==> src/rtl/process_muldiv_if.sv <==
// Handshake and data bundle for the process_muldiv execution unit.
//   start, op, a_data, b_data, psw_in : request side (driven by the master)
//   busy, done, ans_a, ans_b, psw_out : response side (driven by the unit)
// modport master: the requester (CPU process stage or testbench)
// modport slave : the multiply/divide unit itself
interface process_muldiv_if #(
    parameter int unsigned DATA_W = 8
);
    logic              start;
    logic              op;
    logic [DATA_W-1:0] a_data;
    logic [DATA_W-1:0] b_data;
    logic [7:0]        psw_in;
    logic              busy;
    logic              done;
    logic [DATA_W-1:0] ans_a;
    logic [DATA_W-1:0] ans_b;
    logic [7:0]        psw_out;

    modport master (
        output start, op, a_data, b_data, psw_in,
        input  busy, done, ans_a, ans_b, psw_out
    );

    modport slave (
        input  start, op, a_data, b_data, psw_in,
        output busy, done, ans_a, ans_b, psw_out
    );
endinterface

==> src/rtl/process_muldiv.sv <==
// Iterative MUL AB / DIV AB unit for the extended ALU opcode slot.
// Ports:
//   clk  : rising-edge clock
//   rst  : asynchronous active-high reset
//   bus  : process_muldiv_if.slave
//          start/op/a_data/b_data/psw_in in, busy/done/ans_a/ans_b/psw_out out
// MUL is shift-add (one multiplier bit per cycle), DIV is restoring division (one
// quotient bit per cycle); both take DATA_W iteration cycles followed by a one-cycle
// DONE state. CY is cleared, OV and P recomputed, other PSW bits pass through.
module process_muldiv #(
    parameter int unsigned DATA_W = 8,
    parameter int unsigned CY_BIT = 7,
    parameter int unsigned OV_BIT = 2,
    parameter int unsigned P_BIT  = 0
) (
    input logic clk,
    input logic rst,
    process_muldiv_if.slave bus
);
    localparam int unsigned CntW = $clog2(DATA_W + 1);

    typedef enum logic [1:0] {StIdle, StMul, StDiv, StDone} state_e;

    state_e            state_q, state_d;
    // acc: product high half (MUL) or partial remainder (DIV)
    // mq : multiplier shifting out / product low half (MUL), dividend / quotient (DIV)
    logic [DATA_W-1:0] acc_q, acc_d;
    logic [DATA_W-1:0] mq_q, mq_d;
    logic [DATA_W-1:0] b_q, b_d;
    logic [7:0]        psw_q, psw_d;
    logic [CntW-1:0]   cnt_q, cnt_d;
    logic [DATA_W-1:0] ans_a_q, ans_a_d;
    logic [DATA_W-1:0] ans_b_q, ans_b_d;
    logic [7:0]        psw_out_q, psw_out_d;

    logic [DATA_W:0]   mul_sum;
    logic [DATA_W-1:0] mul_acc_nx, mul_mq_nx;
    logic [DATA_W:0]   div_sh, div_diff;
    logic              div_ge;
    logic [DATA_W-1:0] div_rem_nx, div_mq_nx;
    logic              last_iter;

    function automatic logic [7:0] upd_psw(input logic [7:0] p, input logic ov,
                                           input logic [DATA_W-1:0] a);
        logic [7:0] r;
        r         = p;
        r[CY_BIT] = 1'b0;
        r[OV_BIT] = ov;
        r[P_BIT]  = ^a;
        return r;
    endfunction

    always_comb begin
        // Shift-add step: add B when the current multiplier LSB is set, then shift
        // the {acc, mq} pair right so the carry lands in acc's MSB.
        mul_sum    = {1'b0, acc_q} + (mq_q[0] ? {1'b0, b_q} : '0);
        mul_acc_nx = mul_sum[DATA_W:1];
        mul_mq_nx  = {mul_sum[0], mq_q[DATA_W-1:1]};

        // Restoring step: bring in the next dividend bit, subtract if it fits.
        div_sh     = {acc_q, mq_q[DATA_W-1]};
        div_diff   = div_sh - {1'b0, b_q};
        div_ge     = (div_sh >= {1'b0, b_q});
        div_rem_nx = div_ge ? div_diff[DATA_W-1:0] : div_sh[DATA_W-1:0];
        div_mq_nx  = {mq_q[DATA_W-2:0], div_ge};

        last_iter  = (cnt_q == CntW'(DATA_W - 1));
    end

    always_comb begin
        state_d   = state_q;
        acc_d     = acc_q;
        mq_d      = mq_q;
        b_d       = b_q;
        psw_d     = psw_q;
        cnt_d     = cnt_q;
        ans_a_d   = ans_a_q;
        ans_b_d   = ans_b_q;
        psw_out_d = psw_out_q;

        case (state_q)
            StIdle, StDone: begin
                state_d = StIdle;
                if (bus.start) begin
                    b_d   = bus.b_data;
                    psw_d = bus.psw_in;
                    acc_d = '0;
                    mq_d  = bus.a_data;
                    cnt_d = '0;
                    if (!bus.op) begin
                        state_d = StMul;
                    end else if (bus.b_data != '0) begin
                        state_d = StDiv;
                    end else begin
                        // Divide by zero resolves on the accept edge.
                        state_d   = StDone;
                        ans_a_d   = '1;
                        ans_b_d   = bus.a_data;
                        psw_out_d = upd_psw(bus.psw_in, 1'b1, '1);
                    end
                end
            end
            StMul: begin
                acc_d = mul_acc_nx;
                mq_d  = mul_mq_nx;
                cnt_d = cnt_q + 1'b1;
                if (last_iter) begin
                    state_d   = StDone;
                    ans_a_d   = mul_mq_nx;
                    ans_b_d   = mul_acc_nx;
                    psw_out_d = upd_psw(psw_q, |mul_acc_nx, mul_mq_nx);
                end
            end
            StDiv: begin
                acc_d = div_rem_nx;
                mq_d  = div_mq_nx;
                cnt_d = cnt_q + 1'b1;
                if (last_iter) begin
                    state_d   = StDone;
                    ans_a_d   = div_mq_nx;
                    ans_b_d   = div_rem_nx;
                    psw_out_d = upd_psw(psw_q, 1'b0, div_mq_nx);
                end
            end
            default: state_d = StIdle;
        endcase
    end

    always_ff @(posedge clk or posedge rst) begin
        if (rst) begin
            state_q   <= StIdle;
            acc_q     <= '0;
            mq_q      <= '0;
            b_q       <= '0;
            psw_q     <= '0;
            cnt_q     <= '0;
            ans_a_q   <= '0;
            ans_b_q   <= '0;
            psw_out_q <= '0;
        end else begin
            state_q   <= state_d;
            acc_q     <= acc_d;
            mq_q      <= mq_d;
            b_q       <= b_d;
            psw_q     <= psw_d;
            cnt_q     <= cnt_d;
            ans_a_q   <= ans_a_d;
            ans_b_q   <= ans_b_d;
            psw_out_q <= psw_out_d;
        end
    end

    assign bus.busy    = (state_q == StMul) || (state_q == StDiv);
    assign bus.done    = (state_q == StDone);
    assign bus.ans_a   = ans_a_q;
    assign bus.ans_b   = ans_b_q;
    assign bus.psw_out = psw_out_q;
endmodule

==> src/flat_wrapper.sv <==
// flat-port wrapper written by rule: the top's interface ports become plain ports
module process_muldiv_flat 
#(
    parameter int unsigned DATA_W = 8,
    parameter int unsigned CY_BIT = 7,
    parameter int unsigned OV_BIT = 2,
    parameter int unsigned P_BIT  = 0
)
  (clk, rst, bus_start, bus_op, bus_a_data, bus_b_data, bus_psw_in, bus_busy, bus_done, bus_ans_a, bus_ans_b, bus_psw_out);
  process_muldiv_if #(.DATA_W(DATA_W)) bus_i ();
  input logic clk;
  input logic rst;
  input wire logic [$bits(bus_i.start)-1:0] bus_start;
  input wire logic [$bits(bus_i.op)-1:0] bus_op;
  input wire logic [$bits(bus_i.a_data)-1:0] bus_a_data;
  input wire logic [$bits(bus_i.b_data)-1:0] bus_b_data;
  input wire logic [$bits(bus_i.psw_in)-1:0] bus_psw_in;
  output wire logic [$bits(bus_i.busy)-1:0] bus_busy;
  output wire logic [$bits(bus_i.done)-1:0] bus_done;
  output wire logic [$bits(bus_i.ans_a)-1:0] bus_ans_a;
  output wire logic [$bits(bus_i.ans_b)-1:0] bus_ans_b;
  output wire logic [$bits(bus_i.psw_out)-1:0] bus_psw_out;
  assign bus_i.start = bus_start;
  assign bus_i.op = bus_op;
  assign bus_i.a_data = bus_a_data;
  assign bus_i.b_data = bus_b_data;
  assign bus_i.psw_in = bus_psw_in;
  assign bus_busy = bus_i.busy;
  assign bus_done = bus_i.done;
  assign bus_ans_a = bus_i.ans_a;
  assign bus_ans_b = bus_i.ans_b;
  assign bus_psw_out = bus_i.psw_out;
  process_muldiv #(.DATA_W(DATA_W), .CY_BIT(CY_BIT), .OV_BIT(OV_BIT), .P_BIT(P_BIT)) u_core (.clk(clk), .rst(rst), .bus(bus_i));
endmodule
==> config.mk <==
export PLATFORM = sky130hd
export DESIGN_NAME = process_muldiv_flat
export DESIGN_NICKNAME = d
export VERILOG_FILES = /design/src/rtl/process_muldiv_if.sv /design/src/rtl/process_muldiv.sv /design/src/flat_wrapper.sv
export SDC_FILE = /design/constraint.sdc
export NUM_CORES = 1
export LEC_CHECK = 0
export ABC_AREA = 1
export BUFFER_PORTS_ARGS = -buffer_cell sky130_fd_sc_hd__buf_4
export CORE_MARGIN = 2
export CORE_UTILIZATION = 55
export CTS_CLUSTER_DIAMETER = 60
export DETAILED_ROUTE_END_ITERATION = 10
export PLACE_DENSITY = 0.77
export SYNTH_ARGS = -nofsm -noshare
export SYNTH_HDL_FRONTEND = slang
export SYNTH_SLANG_ARGS = --single-unit
==> constraint.sdc <==
create_clock -name clk -period 6 [get_ports clk]
set_input_delay 0.9 -clock clk [delete_from_list [all_inputs] [get_ports clk]]
set_output_delay 0.9 -clock clk [all_outputs]
set_load 0.01 [all_outputs]
Word level (Yosys, flattened, before mapping)
Index checks and enable logic that the tools add are counted.
{ "word_totals": {"regBits": 61, "out_inout_bits": 26, "word_cells": 64} }
{ "op_classes": {"add_sub_neg": 3, "magnitude_cmp": 1, "n_eq_ne": 10, "muxes": 31, "reduce_logical": 10} }
{ "ops": {"columns": ["operator", "n"], "rows": [
  ["$mux 8", 19],
  ["$pmux 8 s3", 5],
  ["$reduce_xor 8->1", 2],
  ["$add 8x8->9", 1],
  ["$ge 9x8->1", 1],
  ["$pmux 4 s2", 1],
  ["$reduce_bool 8->1", 1],
  ["$reduce_or 8->1", 1],
  ["$sub 8x8->8", 1],
  ["$mux 2", 3],
  ["$ne 2x1->1 const B", 3],
  ["$ne 2x2->1 const B", 3],
  ["$reduce_and 5->1", 1],
  ["$add 4x1->4 const B", 1],
  ["$eq 2x2->1 const B", 2],
  ["$eq 4x3->1 const B", 1],
  ["$mux 4", 1],
  ["$pmux 2 s2", 1],
  ["$reduce_or 2->1", 2],
  ["$eq 2x1->1 const B", 1],
  ["$logic_not 2->1", 1],
  ["$reduce_and 2->1", 1],
  ["$logic_or 1x1->1", 1],
  ["$mux 1", 1]
]} }

Longest topological paths before layout
{ "depth": {"word_depth": 5, "depth_mapped": 15, "ltp_nobuf": 15} }

Worst setup path before layout
OpenSTA, ideal clock, no wires.
{ "synth_path": {"kind": "register to output", "start": "reg u_core.state_q[0]", "end": "out bus_busy", "arrival_ps": 1261, "t_required_ps": 5100, "path_slack_ps": 3839, "path_stages_with_launch": 7, "path_buffers": 3, "cell_sequence": "dfrtp_1 > inv_1 > ha_1 > buf_2 > inv_1 > buf_2 > buf_4"} }
{ "synth_via": {"elab_chain_cells": 2} }
{ "synth_rtl": {"columns": ["element", "line", "rtl"], "rows": [
  ["from (decl)", "process_muldiv.sv:24", "state_e state_q, state_d;"],
  ["from (signal assigned)", "process_muldiv.sv:131", "state_q <= StIdle;"],
  ["from (signal assigned)", "process_muldiv.sv:141", "state_q <= state_d;"],
  ["$eq 2x1->1 or $eq 2x2->1 (tied branches)", "process_muldiv.sv:153", "assign bus.busy = (state_q == StMul) || (state_q == StDiv);"],
  ["$logic_or 1x1->1 (*)", "process_muldiv.sv:153", null],
  ["to (decl)", "flat_wrapper.sv:18", "output wire logic [$bits(bus_i.busy)-1:0] bus_busy;"]
]} }
Mark *: on every way between the ends. The rest lies on a longest branch, timed or not.

Worst setup path after layout
Ends and elaborated chain as after synthesis.

==> summary.txt <==
Synthesis
  – Cells after Synth: between 500 and 600
  – Mapped cell area: between 0.003 and 0.004 mm^2
  – Yosys reg bits: 58
  – Top-area cell type share of the netlist area: 0.373
  – Syn avg cell area: 7.60 um^2
  – Ys async rst share: 1.00
  – Cell taking the most area after synthesis: dfrtp_1
  – Yosys cell types: 42
  – Synth warn: 0
  – Syn_nets: around 560
  – Primary FF master, synth: dfrtp_1
  – EDFF count, synth: 0
  – Synth area leaders: dfrtp_1 37%, nand2_1 11%, inv_1 7.3%, ha_1 6.4%, nand3_1 5.3%
  – Register area share after synthesis: 0.373

Drt
  – DRC errors left: 0
  – Vias/cell: 5.30
  – Drt wl/cell: ~14 um
  – First DRT Iteration DRCs: 213
  – Post-route ant nets: 0
  – DRT Pass-1 Iters: 5
  – Routed WL: between 9000 and 10000 um
  – Vias: 3485

Placement
  – Dpl ws: 3.05 ns
  – PortBufs: 49
  – RePlAce Congestion: 0.947
  – Post-DP HPWL: 6700 um

Pwr
  – Clk pwr share: 0.159
  – Internal Pwr Total: 1520 uW
  – P_sw: 1360 uW
  – Switching part of the total power: 0.472
  – Peak supply drop: roughly 0.48 mV
  – Power density over the cells: 633 mW/mm^2
  – Flop pwr share: 0.249
  – Leak pwr: 0.00242 uW
  – Combinational fraction of design power: 0.592

Clocking
  – Longest Clk Path Bufs: 2
  – Clock root cell: clkbuf_8
  – Post-CTS Setup Inserts: 0
  – Clock Latency Late Sink: 0.33 ns
  – Clock slew at reported path FFs: 0.07 ns
  – H-tree depth: 3
  – Num CTS Buffers: 9
  – CTS hold repair buffers: 0
  – PostCTS Resize Cnt: 0
  – Sink Count: 58
  – CTS tree: built

Layout
  – Share of layout cells above drive strength 1: 0.201
  – Nets: approximately 600
  – P&R area growth vs syn: 16.7%
  – Ant diodes: 0

Global routing
  – Largest net degree at the start of global routing: 59
  – Grt total ovfl: 0
  – Via count of the first global-routing pass: 3331
  – Initial antenna violation count: 0
  – Gr usage total: 0.250
  – First-pass GRT wire length: 15100 um

Hold path
  – Hold wc startpoint: u_core.bus.ans_a[6]
  – Hold WC Path Type: reg -> reg

Timing
  – Final Hold Viols: 0
  – Slew Limit Fails: 0
  – Crit share post-route: 0.560
  – Worst Setup Slack, final: 2.64 ns
  – Slew @ Worst Pin: 0.816 ns
  – Final setup vio count: 0
  – Rel. slew slack: 0.456
  – Final Skew: roughly 0.0070 ns
  – RSZ-0062 raised after global routing: no
  – Final setup TNS: 0 ns
  – Minimum clock period: 3.36 ns
  – Fmax: between 200 and 300 MHz

Floorplan
  – Core box area: 0.00683 mm^2
  – Height of the chip: 88.2 um
  – Rows: 30
  – Die width: approximately 88 um
  – Top Ports: between 50 and 60
  – Full die area: 0.00777 mm^2
  – Starting Density: 0.570

Critical path
  – Endpoint type of the worst setup path: primary output
  – Worst Setup SP: u_core.state_q[0]
  – Critical R2R Launch: u_core.state_q[0]
  – Crit path required time: 5.10 ns
  – Worst EP arrival: ~2.5 ns
  – Critical-path maximum fanout: 25
  – Crit path launch type: flop
  – Setup Crit Path Kind: reg -> out

Job
  – Max_cap viols: 0

Outcome
  – Status: finished clean
-- layout make-up --
cell class / instances / area, um^2
tap: 96 / 120
timing repair buffer: 51 / 383
sequential: 58 / 1450
inverter: 79 / 299
clock buffer: 12 / 155
fill: 601 / 2280
clock inverter: 4 / 97.6
multi-input combinational: 358 / 2040
-- routing by layer --
metal	GRT usage	up-vias	wire (um)
li1	-	1741	-
met1	0.330	1615	4110
met2	0.418	112	4400
met3	0.0424	17	448
met4	0.0813	0	123
met5	0	-	0
-- per-stage QoR --
stage | util | hold WS, ns | area (um^2) | std cells | power (uW)
floorplan | - | 0.454 | 3900 | 513 | 2010
global placement | 0.629 | 0.467 | 4300 | 642 | 2360
detailed placement | 0.629 | 0.475 | 4300 | 642 | 2410
CTS | 0.666 | 0.492 | 4550 | 658 | 2880
global route | 0.666 | 0.523 | 4550 | 658 | 3130
finish | 0.666 | 0.485 | 4550 | 658 | 2880
-- flip-flops by register name, indices dropped and copies added, names as in the netlist --
| name | cells |
|---|---|
| u_core.acc_q | 8 |
| u_core.b_q | 8 |
| u_core.bus.ans_a | 8 |
| u_core.bus.ans_b | 8 |
| u_core.bus.psw_out | 7 |
| u_core.cnt_q | 4 |
| u_core.mq_q | 8 |
| u_core.psw_q | 5 |
| u_core.state_q | 2 |
-- power groups by stage --
stage	Sequential [uW]	Clock (uW)	Combinational [uW]
global route	733	479	1920
detailed placement	717	0	1690
global placement	710	0	1650
CTS	713	462	1700
floorplan	711	0	1300
finish	717	458	1700
-- final timing paths --
| check | end | slack [ns] | cells past startpoint |
|---|---|---|---|
| hold reg to reg | u_core.bus.ans_a[6] | 0.49 | 2 |
| hold / removal | u_core.bus.ans_a[6] | 0.49 | 2 |
| min in group asynchronous | u_core.bus.psw_out[2] | 0.77 | 3 |
| setup reg to reg | u_core.bus.ans_a[0] | 3.00 | 9 |
| max in group asynchronous | u_core.acc_q[4] | 4.73 | 3 |
| setup / recovery | bus_busy | 2.64 | 5 |
-- cells in the final DEF (no fill, tap or decap), drive strengths merged --
cell type | Yosys | routed
nand2 | 138 | 138
a21oi | 35 | 35
o211ai | 4 | 4
o21ai | 33 | 33
a32o | 1 | 1
bufinv | 0 | 3
buf | 13 | 51
conb | 1 | 1
nand4 | 10 | 10
inv | 79 | 79
a22o | 1 | 1
dfrtp | 58 | 58
clkinvlp | 0 | 1
ha | 20 | 20
xor2 | 6 | 6
o22ai | 5 | 5
nand3 | 42 | 42
xnor2 | 9 | 9
nand3b | 1 | 1
o311ai | 2 | 2
o22a | 2 | 2
clkbuf | 5 | 12
a221o | 1 | 1
a21o | 1 | 1
nor3 | 1 | 1
nor2 | 35 | 35
or2 | 2 | 2
a31oi | 3 | 3
mux2 | 3 | 3
fa | 2 | 2
-- critical path, cell delays in order (launching register included) --
cell,delay [ns]
dfrtp_1,0.38
inv_1,0.08
ha_1,0.83
inv_1,0.34
buf_4,0.32
buf_4,0.18
-- synth_stat cells, drive strengths merged, types with 3 or more instances --
| master | instances |
|---|---|
| o211ai | 4 |
| nand2 | 138 |
| nand4 | 10 |
| inv | 79 |
| buf | 13 |
| mux2 | 3 |
| nand3 | 42 |
| o22ai | 5 |
| clkbuf | 5 |
| a21oi | 35 |
| o21ai | 33 |
| xor2 | 6 |
| a31oi | 3 |
| xnor2 | 9 |
| ha | 20 |
| dfrtp | 58 |
| nor2 | 35 |
-- logic make-up after synthesis --
| family | after synthesis | share of synthesized area |
|---|---|---|
| fa+ha+maj | 22 | 0.0745 |
| mux | 3 | 0.00867 |
| simple gates | 229 | 0.270 |
| buf+inv | 97 | 0.103 |
| xor+xnor | 15 | 0.0337 |
| compound gates | 88 | 0.136 |
| flops | 58 | 0.373 |
| other cells | 1 | 0.000962 |
Note: power is estimated with default switching activity, not from simulation.
